<file path="config.mk">
export PLATFORM = sky130hd
export DESIGN_NAME = multu_seq
export DESIGN_NICKNAME = d
export VERILOG_FILES = /design/src/rtl/multu_seq.sv
export SDC_FILE = /design/constraint.sdc
export NUM_CORES = 1
export LEC_CHECK = 0
export ABC_AREA = 1
export CAP_MARGIN = 30
export CELL_PAD_IN_SITES_DETAIL_PLACEMENT = 1
export CELL_PAD_IN_SITES_GLOBAL_PLACEMENT = 2
export CORE_ASPECT_RATIO = 0.75
export CORE_MARGIN = 1.5
export CORE_UTILIZATION = 34
export CTS_CLUSTER_SIZE = 28
export DETAILED_ROUTE_END_ITERATION = 10
export HOLD_SLACK_MARGIN = 0.02
export PLACE_DENSITY_LB_ADDON = 0.08
export SLEW_MARGIN = 40
export SYNTH_ARGS = -nofsm -noshare
export SYNTH_HDL_FRONTEND = slang
export SYNTH_SLANG_ARGS = --single-unit
</file>
<file path="constraint.sdc">
create_clock -name clk -period 3.61 [get_ports clk]
set_input_delay 0.722 -clock clk [delete_from_list [all_inputs] [get_ports clk]]
set_output_delay 0.722 -clock clk [all_outputs]
set_load 0.02 [all_outputs]
</file>
<file path="src/rtl/multu_seq.sv">
// multu_seq: sequential 32x32 unsigned shift-add multiplier feeding the Hi/Lo block.
// Optional early termination is enabled by defining MULTU_SEQ_EARLY_TERM_EN.
module multu_seq (
    input  logic        clk,
    input  logic        rst,
    input  logic        start,
    input  logic [5:0]  op_in,
    input  logic [31:0] src_a,
    input  logic [31:0] src_b,
    output logic        busy,
    output logic        done,
    output logic [5:0]  op_out,
    output logic [63:0] MulAns
);

    localparam logic [5:0] MULTU = 6'd25;
    localparam logic [5:0] MADDU = 6'd1;

    typedef enum logic [1:0] {
        IDLE = 2'd0,
        RUN  = 2'd1,
        DONE = 2'd2
    } state_t;

    state_t      state_r;
    state_t      next_state_s;
    logic [5:0]  op_r;
    logic [63:0] mcand_r;
    logic [31:0] mplr_r;
    logic [63:0] acc_r;
    logic [5:0]  count_r;
    logic        busy_r;
    logic        done_r;
    logic [5:0]  op_out_r;
    logic [63:0] mul_ans_r;
    logic        accept_s;
    logic        last_step_s;
    logic [63:0] step_sum_s;

    function automatic logic valid_op(input logic [5:0] op);
        return (op == MULTU) || (op == MADDU);
    endfunction

    // Partial-product accumulate and loop-exit decision for the current RUN step
    always_comb begin
        step_sum_s  = acc_r;
        last_step_s = 1'b0;
        if (mplr_r[0]) begin
            step_sum_s = acc_r + mcand_r;
        end else begin
            step_sum_s = acc_r;
        end
`ifdef MULTU_SEQ_EARLY_TERM_EN
        // Stop once no set multiplier bits remain after this step's shift
        last_step_s = (count_r == 6'd31) || (mplr_r[31:1] == 31'd0);
`else
        last_step_s = (count_r == 6'd31);
`endif
    end

    // Next-state logic and request acceptance
    always_comb begin
        next_state_s = state_r;
        accept_s     = 1'b0;
        case (state_r)
            IDLE: begin
                if (start && valid_op(op_in)) begin
                    accept_s     = 1'b1;
                    next_state_s = RUN;
                end else begin
                    next_state_s = IDLE;
                end
            end
            RUN: begin
                if (last_step_s) begin
                    next_state_s = DONE;
                end else begin
                    next_state_s = RUN;
                end
            end
            DONE:    next_state_s = IDLE;
            default: next_state_s = IDLE;
        endcase
    end

    // State register
    always_ff @(posedge clk) begin
        if (rst) begin
            state_r <= IDLE;
        end else begin
            state_r <= next_state_s;
        end
    end

    // Datapath and registered outputs; MulAns loads only on entry to DONE
    always_ff @(posedge clk) begin
        if (rst) begin
            op_r      <= 6'd0;
            mcand_r   <= 64'd0;
            mplr_r    <= 32'd0;
            acc_r     <= 64'd0;
            count_r   <= 6'd0;
            busy_r    <= 1'b0;
            done_r    <= 1'b0;
            op_out_r  <= 6'd0;
            mul_ans_r <= 64'd0;
        end else begin
            case (state_r)
                IDLE: begin
                    done_r   <= 1'b0;
                    op_out_r <= 6'd0;
                    if (accept_s) begin
                        op_r    <= op_in;
                        mcand_r <= {32'd0, src_a};
                        mplr_r  <= src_b;
                        acc_r   <= 64'd0;
                        count_r <= 6'd0;
                        busy_r  <= 1'b1;
                    end else begin
                        busy_r  <= 1'b0;
                    end
                end
                RUN: begin
                    acc_r   <= step_sum_s;
                    mcand_r <= mcand_r << 1;
                    mplr_r  <= mplr_r >> 1;
                    count_r <= count_r + 6'd1;
                    if (last_step_s) begin
                        done_r    <= 1'b1;
                        op_out_r  <= op_r;
                        mul_ans_r <= step_sum_s;
                    end else begin
                        done_r    <= 1'b0;
                        op_out_r  <= 6'd0;
                    end
                end
                DONE: begin
                    done_r   <= 1'b0;
                    op_out_r <= 6'd0;
                    busy_r   <= 1'b0;
                end
                default: begin
                    done_r   <= 1'b0;
                    op_out_r <= 6'd0;
                    busy_r   <= 1'b0;
                end
            endcase
        end
    end

    assign busy   = busy_r;
    assign done   = done_r;
    assign op_out = op_out_r;
    assign MulAns = mul_ans_r;

endmodule

</file>
==> results of run 1 <==
through the flow:
stage,cell area (um2),util (%),power (mW),setup slack (ns),hold slack (ns)
final,18900,41.1,6.15,0.623,0.433
after global routing,18900,41.1,6.35,0.340,0.464
after detailed placement,17900,38.8,3.01,0.645,0.430
after global placement,17900,38.8,3.01,0.770,0.423
after floorplan,15900,-,2.88,1.58,0.409
after CTS,18900,41.1,6.25,0.589,0.438
path summary, 6_finish.rpt:
path / slack, ns / endpoint / cells past startpoint / start
setup / recovery: 0.62 / MulAns[15] / 8 / state_r[0]
hold / removal: 0.43 / op_out[1] / 2 / op_r[1]
setup reg to reg: 0.62 / MulAns[15] / 8 / state_r[0]
hold reg to reg: 0.43 / op_out[1] / 2 / op_r[1]
cell type report:
class                           instances  area [um2]
Multi-Input combinational cell       1801        9040
Clock inverter                         14         233
Antenna cell                            1        2.50
Clock buffer                           38         798
Tap cell                              630         788
Timing Repair Buffer                  158        1600
Inverter                              410        1540
Sequential cell                       246        4930
Fill cell                            6094       27200
state kept, by name (all words and copies together), names as in the netlist:
name,flops
MulAns,64
acc_r,64
busy,1
count_r,6
done,1
mcand_r,64
mplr_r,32
op_out,6
op_r,6
state_r,2
layout by cell type, fill, tap and decap left out, types with 35 or more instances in the layout:
master | Yosys | final
a21oi_1 | 190 | 190
a22oi_1 | 57 | 57
clkdlybuf4s50_1 | 0 | 143
dfxtp_1 | 246 | 245
ha_1 | 64 | 64
inv_1 | 365 | 364
inv_2 | 39 | 38
nand2_1 | 942 | 942
nand2_2 | 36 | 36
nand3_1 | 139 | 139
nor2_1 | 82 | 82
o21ai_0 | 35 | 35
or2_2 | 40 | 40
critical path, delay by kind of cell (launching register included):
family,cells,cell delay [ns]
flip-flops,1,0.34
AND/OR/NAND/NOR,3,0.86
AO/OA/AOI/OAI,1,0.27
buffers and inverters,4,1.37
power breakdown:
group | leakage (nW) | switching (mW) | internal [mW] | total [mW]
clock network | 0.499 | 1.29 | 1.92 | 3.20
registers | 1.98 | 0.00859 | 2.72 | 2.73
logic | 5.99 | 0.121 | 0.0972 | 0.219
total | 8.47 | 1.42 | 4.73 | 6.15
cells by family (layout without fill, tap and decap cells):
kind of cell / count (synthesis) / count (layout) / synth area share [%]
other: 0 / 1 / 0
AO/OA/AOI/OAI: 366 / 366 / 13.5
buffers and inverters: 505 / 620 / 12.2
AND/OR/NAND/NOR: 1339 / 1339 / 36.5
flip-flops: 246 / 246 / 31.0
XOR/XNOR: 31 / 31 / 1.71
adder cells (fa/ha/maj): 65 / 65 / 5.16
routing by layer:
metal / vias up / wire, um / global-route usage [%]
met5: - / 31 / 0
met4: 4 / 837 / 3.85
met3: 52 / 3540 / 4.11
met2: 302 / 23300 / 35.0
met1: 7819 / 33100 / 40.5
li1: 8105 / - / -
cells in the mapped netlist, types with 9 or more instances:
| master | n | area [um2] |
|---|---|---|
| o21ai_1 | 24 | 120 |
| dfxtp_1 | 246 | 4920 |
| buf_2 | 33 | 165 |
| nor3_1 | 11 | 55.1 |
| clkbuf_1 | 54 | 203 |
| or2_1 | 10 | 62.6 |
| a21oi_2 | 13 | 114 |
| inv_2 | 39 | 146 |
| nand2_2 | 36 | 225 |
| ha_1 | 64 | 801 |
| nand3_1 | 139 | 696 |
| or2_2 | 40 | 250 |
| nand3_2 | 23 | 230 |
| xnor2_1 | 28 | 245 |
| nor2_1 | 82 | 308 |
| o21ai_0 | 35 | 175 |
| nand2_1 | 942 | 3540 |
| nor2_2 | 27 | 169 |
| o21a_1 | 23 | 173 |
| o21bai_1 | 9 | 67.6 |
| a21oi_1 | 190 | 951 |
| a22oi_1 | 57 | 428 |
| inv_1 | 365 | 1370 |
==> flow_summary_export.csv, run 1 <==
group,metric,value,unit
outcome,status,"complete, no violations",
place,io_buffers,144,
setup_path,worstPathCellList,"inv_1, nor2_4, buf_4, nand2_2, buf_4, nor2_4, inv_2, o21ai_0",
yosys,syn_avg_cell_area,6.23,um2
floorplanning,core_area,46100,um2
place,dp_hpwl,48000,um
setup_path,worstPathArrival,3.48,ns
finish,synthToLayoutAreaGrowth,19.1,%
setup_path,worst-endpoint-required,4.10,ns
place,dp_cells,3245,
yosys,synth_cells,2552,
floorplanning,start_util,34.5,%
yosys,yosysWarningCount,0,
pwr,p_leak,8.47,nW
clock_network,cts_tree,"yes",
clock_network,clk_latency,0.59,ns
routing,routed_wl,60900,um
setup_path,endpoint_kind,"flop",
global_route,grt.overflow.total,0,
floorplanning,io_pins,145,
clock_network,cts_setup_buffers,0,
clock_network,cts_buffers,28,
clock_network,cts.reportedPaths.clkPinSlew,0.07,ns
timing,period_minus_slack,2.99,ns
setup_path,cp_max_fo,69,
global_route,grt_max_degree,87,
setup_path,cpPeakStageDelay,0.61,ns
clock_network,cts_sinks,246,
clock_network,cts_resized,0,
min_path,hp-class,"reg2reg",
timing,hold_viol,0,
finish,drive_gt1_share,9.90,%
place,gp_congestion,0.905,
routing,post-route-drc-count,0,
routing,first_pass_iters,5,
routing,viasPerCell,4.94,
clock_network,clockBufferDepth,3,
floorplanning,die_w,253,um
global_route,groute.usage.overall,25.3,%
timing,rsz0062_at_grt,"no",
timing,setup_viol,0,
global_route,grt_pass1_vias,16200,
yosys,syn_nets,2690,
yosys,async_reset_ff_share,0,%
timing,fmax,0.335,GHz
timing,finClkSkew,0.0260,ns
pwr,ir_drop,326,uV
yosys,yosysSeqAreaShare,31.0,%
routing,drtIter0Drc,1104,
timing,fin_setup_tns,0,ns
setup_path,cp_slowest_cell,"buf_4",
pwr,powerDensity,325,nW/um2
setup_path,crit_path_start_kind,"flop",
yosys,synthDistinctLibCells,46,
setup_path,path_class,"reg2reg",
clock_network,cts-root-buf,"clkbuf_16",
timing,worst_pin_slew,0.838,ns
yosys,syn_area,15900,um2
timing,slew_violations,0,
finish,nets,2783,
floorplanning,die_h,190,um
clock_network,htreeDepth,1,
timing,max_slew_margin,44.2,%
global_route,antenna_found_initial,3,
routing,detail-route-antenna-nets,0,
clock_network,ctsHoldBuffers,0,
finish,layout.cells.non_filler,3298,
yosys,ys_seq_elements,246,
floorplanning,rows,68,
routing,wl_per_cell,18.5,um
yosys,synthFlopType,"dfxtp_1",
floorplanning,die_area,48100,um2
timing,period_share,82.7,%
global_route,grt_pass1_wl,93900,um
routing,via_count,16300,
flow_run,cap_violations,0,
yosys,synth_edf_count,0,
(Power assumes the default switching activity.)
==> run 2, diff against run 1 <==
CORE_UTILIZATION = 32   (was 34)
clock period = 3 ns   (was 3.61 ns; I/O delays follow)
==> flow_summary_export.csv, run 2 (synthesized netlist as in run 1, its figures left out) <==
group,metric,value,unit
outcome,status,"complete, no violations",
timing,max_slew_margin,45.3,%
setup_path,endpoint_kind,"flop",
place,dp_hpwl,48500,um
clock_network,htreeDepth,1,
timing,finClkSkew,0.0369,ns
clock_network,cts.reportedPaths.clkPinSlew,0.06,ns
finish,fillers,6339,
pwr,p_int,5.50,mW
global_route,groute.usage.overall,24.8,%
setup_path,path_class,"reg2reg",
routing,viasPerCell,4.89,
timing,period_minus_slack,2.68,ns
clock_network,cts_sinks,246,
finish,design_area,19000,um2
routing,detail-route-antenna-nets,0,
global_route,grt_max_degree,150,
setup_path,r2r.worst_path.cells,15,
pwr,pwr-share-seq,45.5,%
finish,multi_input_area,9040,um2
routing,wl_per_cell,18.9,um
pwr,powerDensity,380,nW/um2
clock_network,clockBufferDepth,3,
setup_path,cp-endpoint,"MulAns[56]",
pwr,p_switching,1.73,mW
finish,layout_common_cells,"nand2_1, inv_1, dfxtp_1",
floorplanning,die_w,260,um
setup_path,cp_slowest_cell,"ha_1",
floorplanning,core_area,48900,um2
setup_path,r2r-start,"mcand_r[39]",
floorplanning,die_h,196,um
setup_path,path_depth,15,
setup_path,worstPathArrival,3.16,ns
pwr,ir_drop,445,uV
floorplanning,die_area,51100,um2
timing,period_share,89.5,%
routing,first_pass_iters,5,
clock_network,cts_tree,"yes",
routing,drtIter0Drc,919,
global_route,grt_pass1_vias,16500,
setup_path,critPathMostFrequentCell,"nand2_1",
timing,slew_violations,0,
setup_path,crit_path_start_kind,"flop",
routing,via_count,16200,
timing,hold_viol,0,
place,placed_area,18000,um2
finish,nets,2791,
clock_network,cts_buffers,29,
pwr,switching_share,23.9,%
finish,layout_commonest_cell,"nand2_1",
min_path,hp-class,"in2reg",
global_route,grt_pass1_wl,97200,um
timing,setup_viol,0,
floorplanning,start_util,32.5,%
setup_path,cp_max_fo,5,
routing,routed_wl,62800,um
flow_run,cap_violations,0,
timing,fin_setup_tns,0,ns
global_route,grt.overflow.total,0,
setup_path,crit_start,"mcand_r[39]",
timing,fin_hold_ws,0.408,ns
setup_path,worst-endpoint-required,3.48,ns
clock_network,cts_setup_buffers,0,
setup_path,cpPeakStageDelay,0.40,ns
setup_path,worstPathBufferInverterCount,2,
pwr,p_comb_share,3.7,%
finish,synthToLayoutAreaGrowth,19.4,%
setup_path,ff2ff_setup_slack,0.32,ns
clock_network,clk_latency,0.61,ns
clock_network,cts-root-buf,"clkbuf_16",
floorplanning,io_pins,145,
pwr,p_leak,8.49,nW
clock_network,ctsHoldBuffers,0,
setup_path,cp_top_family,"simple AND/OR/NAND/NOR gates",
global_route,antenna_found_initial,4,
finish,drive_gt1_share,10.0,%
pwr,p_clk_share,50.8,%
finish,regArea,4930,um2
routing,post-route-drc-count,0,
floorplanning,rows,70,
setup_path,worstPathCellList,"ha_1, nand2_1, nand2_1, inv_1, nand2_1, a21oi_1, nand2_1, a21oi_1, nand2_1, nand2_1, nand3_1, nand2_1, nand2_1, nand2_1, inv_1",
clock_network,cts_resized,0,
place,gp_congestion,0.889,
place,io_buffers,144,
timing,fmax,0.373,GHz
setup_path,reg2reg_to,"MulAns[56]",
timing,rsz0062_at_grt,"no",
timing,worst_pin_slew,0.820,ns
==> run 2: cell types whose count changed in the layout (fill, tap and decap cells not counted), sizes merged <==
cell    delta
buf        +7
bufinv     -3
clkbuf     +4
clkinv     -2
diode      +1
inv        +1
==> run 2: stage by stage <==
stage	std cells	utilization, %	power, mW	setup WS [ns]
2_1_floorplan	2552	-	3.47	0.973
3_3_place_gp	3270	36.9	3.62	0.425
3_5_place_dp	3270	36.9	3.63	0.384
4_1_cts	3322	38.8	7.33	0.359
5_1_grt	3323	38.8	7.47	0.0830
6_report	3324	38.9	7.22	0.316
==> run 2: area by class of cell <==
class                           instances  share of cell area (%)
Multi-Input combinational cell       1801                    47.6
Sequential cell                       246                    26.0
Timing Repair Buffer                  165                    8.96
Inverter                              410                    8.12
Clock buffer                           42                    4.40
Tap cell                              648                    4.27
Clock inverter                         10                   0.652
Antenna cell                            2                  0.0264
==> run 2: power by group through the flow <==
| stage | sequential [mW] | combinational (mW) | clock, mW |
|---|---|---|---|
| 2_1_floorplan | 3.35 | 0.115 | 0 |
| 3_3_place_gp | 3.36 | 0.268 | 0 |
| 3_5_place_dp | 3.36 | 0.270 | 0 |
| 4_1_cts | 3.28 | 0.272 | 3.77 |
| 5_1_grt | 3.28 | 0.288 | 3.90 |
| 6_report | 3.28 | 0.267 | 3.67 |
==> run 2: worst min path at each step <==
stage	start	endpoint	slack (ns)	depth (start not counted)
CTS	rst	done	0.39	2
floorplan	op_r[1]	op_out[1]	0.41	2
finish	rst	done	0.41	2
detailed placement	op_r[2]	op_out[2]	0.44	2
global placement	op_r[2]	op_out[2]	0.42	2
global route	rst	done	0.40	2
==> run 2: metal layers <==
| layer | vias to the layer above | track usage (%) | part of all wire, % |
|---|---|---|---|
| met5 | - | 0 | 0.027 |
| met4 | 2 | 4.45 | 1.7 |
| met3 | 61 | 3.79 | 4.9 |
| met2 | 282 | 34.5 | 39 |
| met1 | 7778 | 39.4 | 55 |
| li1 | 8125 | - | - |
==> run 3, diff against run 2 <==
PLACE_DENSITY = 0.85   (was not set)
PLACE_DENSITY_LB_ADDON = not set   (was 0.08)
==> flow_summary_export.csv, run 3 (synthesized netlist as in run 1, its figures left out) <==
group,metric,value,unit
outcome,status,"complete, no violations",
routing,via_count,16200,
routing,viasPerCell,4.88,
setup_path,crit_path_start_kind,"flop",
clock_network,clk_latency,0.60,ns
place,gp_congestion,0.933,
clock_network,ctsHoldBuffers,0,
setup_path,worst-endpoint-required,3.48,ns
floorplanning,io_pins,145,
pwr,switching_share,23.9,%
clock_network,cts-root-buf,"clkbuf_16",
timing,max_slew_margin,44.8,%
global_route,grt_max_degree,96,
flow_run,cap_violations,0,
floorplanning,core_area,48900,um2
clock_network,cts_tree,"yes",
global_route,groute.usage.overall,23.1,%
pwr,powerDensity,369,nW/um2
global_route,grt.overflow.total,0,
timing,period_share,88.9,%
timing,slew_violations,0,
pwr,p_int,5.31,mW
pwr,p_switching,1.67,mW
timing,hold_viol,0,
routing,first_pass_iters,5,
clock_network,cts_buffers,29,
setup_path,path_class,"reg2reg",
timing,fin_setup_tns,0,ns
clock_network,cts_setup_buffers,0,
finish,synthToLayoutAreaGrowth,18.8,%
pwr,pwr-share-seq,47.1,%
pwr,total_power,6.98,mW
global_route,antenna_found_initial,0,
clock_network,cts.reportedPaths.clkPinSlew,0.06,ns
place,io_buffers,144,
setup_path,cp_max_fo,5,
routing,wl_per_cell,17.8,um
routing,routed_wl,59000,um
finish,layout_commonest_cell,"nand2_1",
floorplanning,die_h,196,um
routing,top_layer_used,"met4",
routing,detail-route-antenna-nets,0,
finish,nets,2790,
min_path,hp-class,"in2reg",
floorplanning,start_util,32.5,%
routing,post-route-drc-count,0,
pwr,p_clk_share,49.2,%
global_route,grt_pass1_vias,16600,
clock_network,htreeDepth,1,
floorplanning,die_w,260,um
floorplanning,die_area,51100,um2
finish,layout_common_cells,"nand2_1, inv_1, dfxtp_1",
timing,fmax,0.375,GHz
finish,num_antenna_cells,0,
clock_network,cts_sinks,246,
timing,worst_pin_slew,0.828,ns
timing,period_minus_slack,2.67,ns
setup_path,worstPathArrival,3.15,ns
place,dp_hpwl,46500,um
clock_network,cts_resized,0,
setup_path,endpoint_kind,"flop",
pwr,ir_drop,402,uV
pwr,p_leak,8.44,nW
timing,setup_viol,0,
global_route,grt_pass1_wl,92500,um
finish,fillers,6378,
floorplanning,rows,70,
pwr,p_comb_share,3.8,%
timing,rsz0062_at_grt,"no",
timing,finClkSkew,0.0317,ns
routing,wl_met2,23600,um
routing,drtIter0Drc,861,
finish,drive_gt1_share,9.97,%
routing,wl_met1,31400,um
routing,met3_length,2930,um
clock_network,clockBufferDepth,3,
-- run 3: metrics by stage --
step | instances | worst slack, ns | hold WS (ns) | utilization [%] | area (um2)
finish | 3317 | 0.332 | 0.391 | 38.7 | 18900
global placement | 3269 | 0.418 | 0.418 | 36.8 | 18000
floorplan | 2552 | 0.973 | 0.409 | - | 15900
global route | 3317 | 0.153 | 0.393 | 38.7 | 18900
CTS | 3317 | 0.394 | 0.358 | 38.6 | 18900
detailed placement | 3269 | 0.388 | 0.436 | 36.8 | 18000
-- run 3: path summary, 6_finish.rpt --
kind / start / cells after the start / slack [ns] / end
worst max-delay path: mcand_r[43] / 17 / 0.33 / MulAns[60]
worst min-delay path: rst / 2 / 0.39 / mcand_r[35]
worst max register to register: mcand_r[43] / 17 / 0.33 / MulAns[60]
worst min register to register: op_r[2] / 2 / 0.45 / op_out[2]
-- run 3: area by class of cell --
class	instances	area, um2	share of cell area, %
clock inverters	9	73.8	0.391
well taps	648	811	4.29
multi-input cells	1801	9040	47.9
inverters	410	1540	8.17
flip-flops and latches	246	4930	26.1
repair buffers	164	1670	8.83
clock buffers	39	823	4.36
-- run 3: routing by layer --
| metal | GRT usage [%] | up-vias |
|---|---|---|
| met4 | 4.47 | 0 |
| met5 | 0 | - |
| li1 | - | 8123 |
| met3 | 3.70 | 55 |
| met2 | 33.9 | 253 |
| met1 | 35.0 | 7761 |
-- run 3: power by group through the flow --
stage | Clock [mW] | Sequential [mW] | Combinational (mW)
final | 3.43 | 3.29 | 0.264
after global routing | 3.65 | 3.28 | 0.284
after CTS | 3.53 | 3.28 | 0.264
after detailed placement | 0 | 3.36 | 0.263
after global placement | 0 | 3.36 | 0.260
after floorplan | 0 | 3.35 | 0.115
-- run 3: worst max-delay path: stages (launching register included) --
cell,delay (ns)
dfxtp_1,0.35
ha_1,0.44
nand2_1,0.20
inv_1,0.07
nand2_1,0.07
nand2_1,0.07
inv_1,0.09
nand2_1,0.08
inv_1,0.06
nand2_1,0.14
a21oi_1,0.50
nand2_1,0.11
nand2_1,0.09
nand3_2,0.08
nand2_1,0.07
nand2_1,0.05
nand2_1,0.06
inv_1,0.03
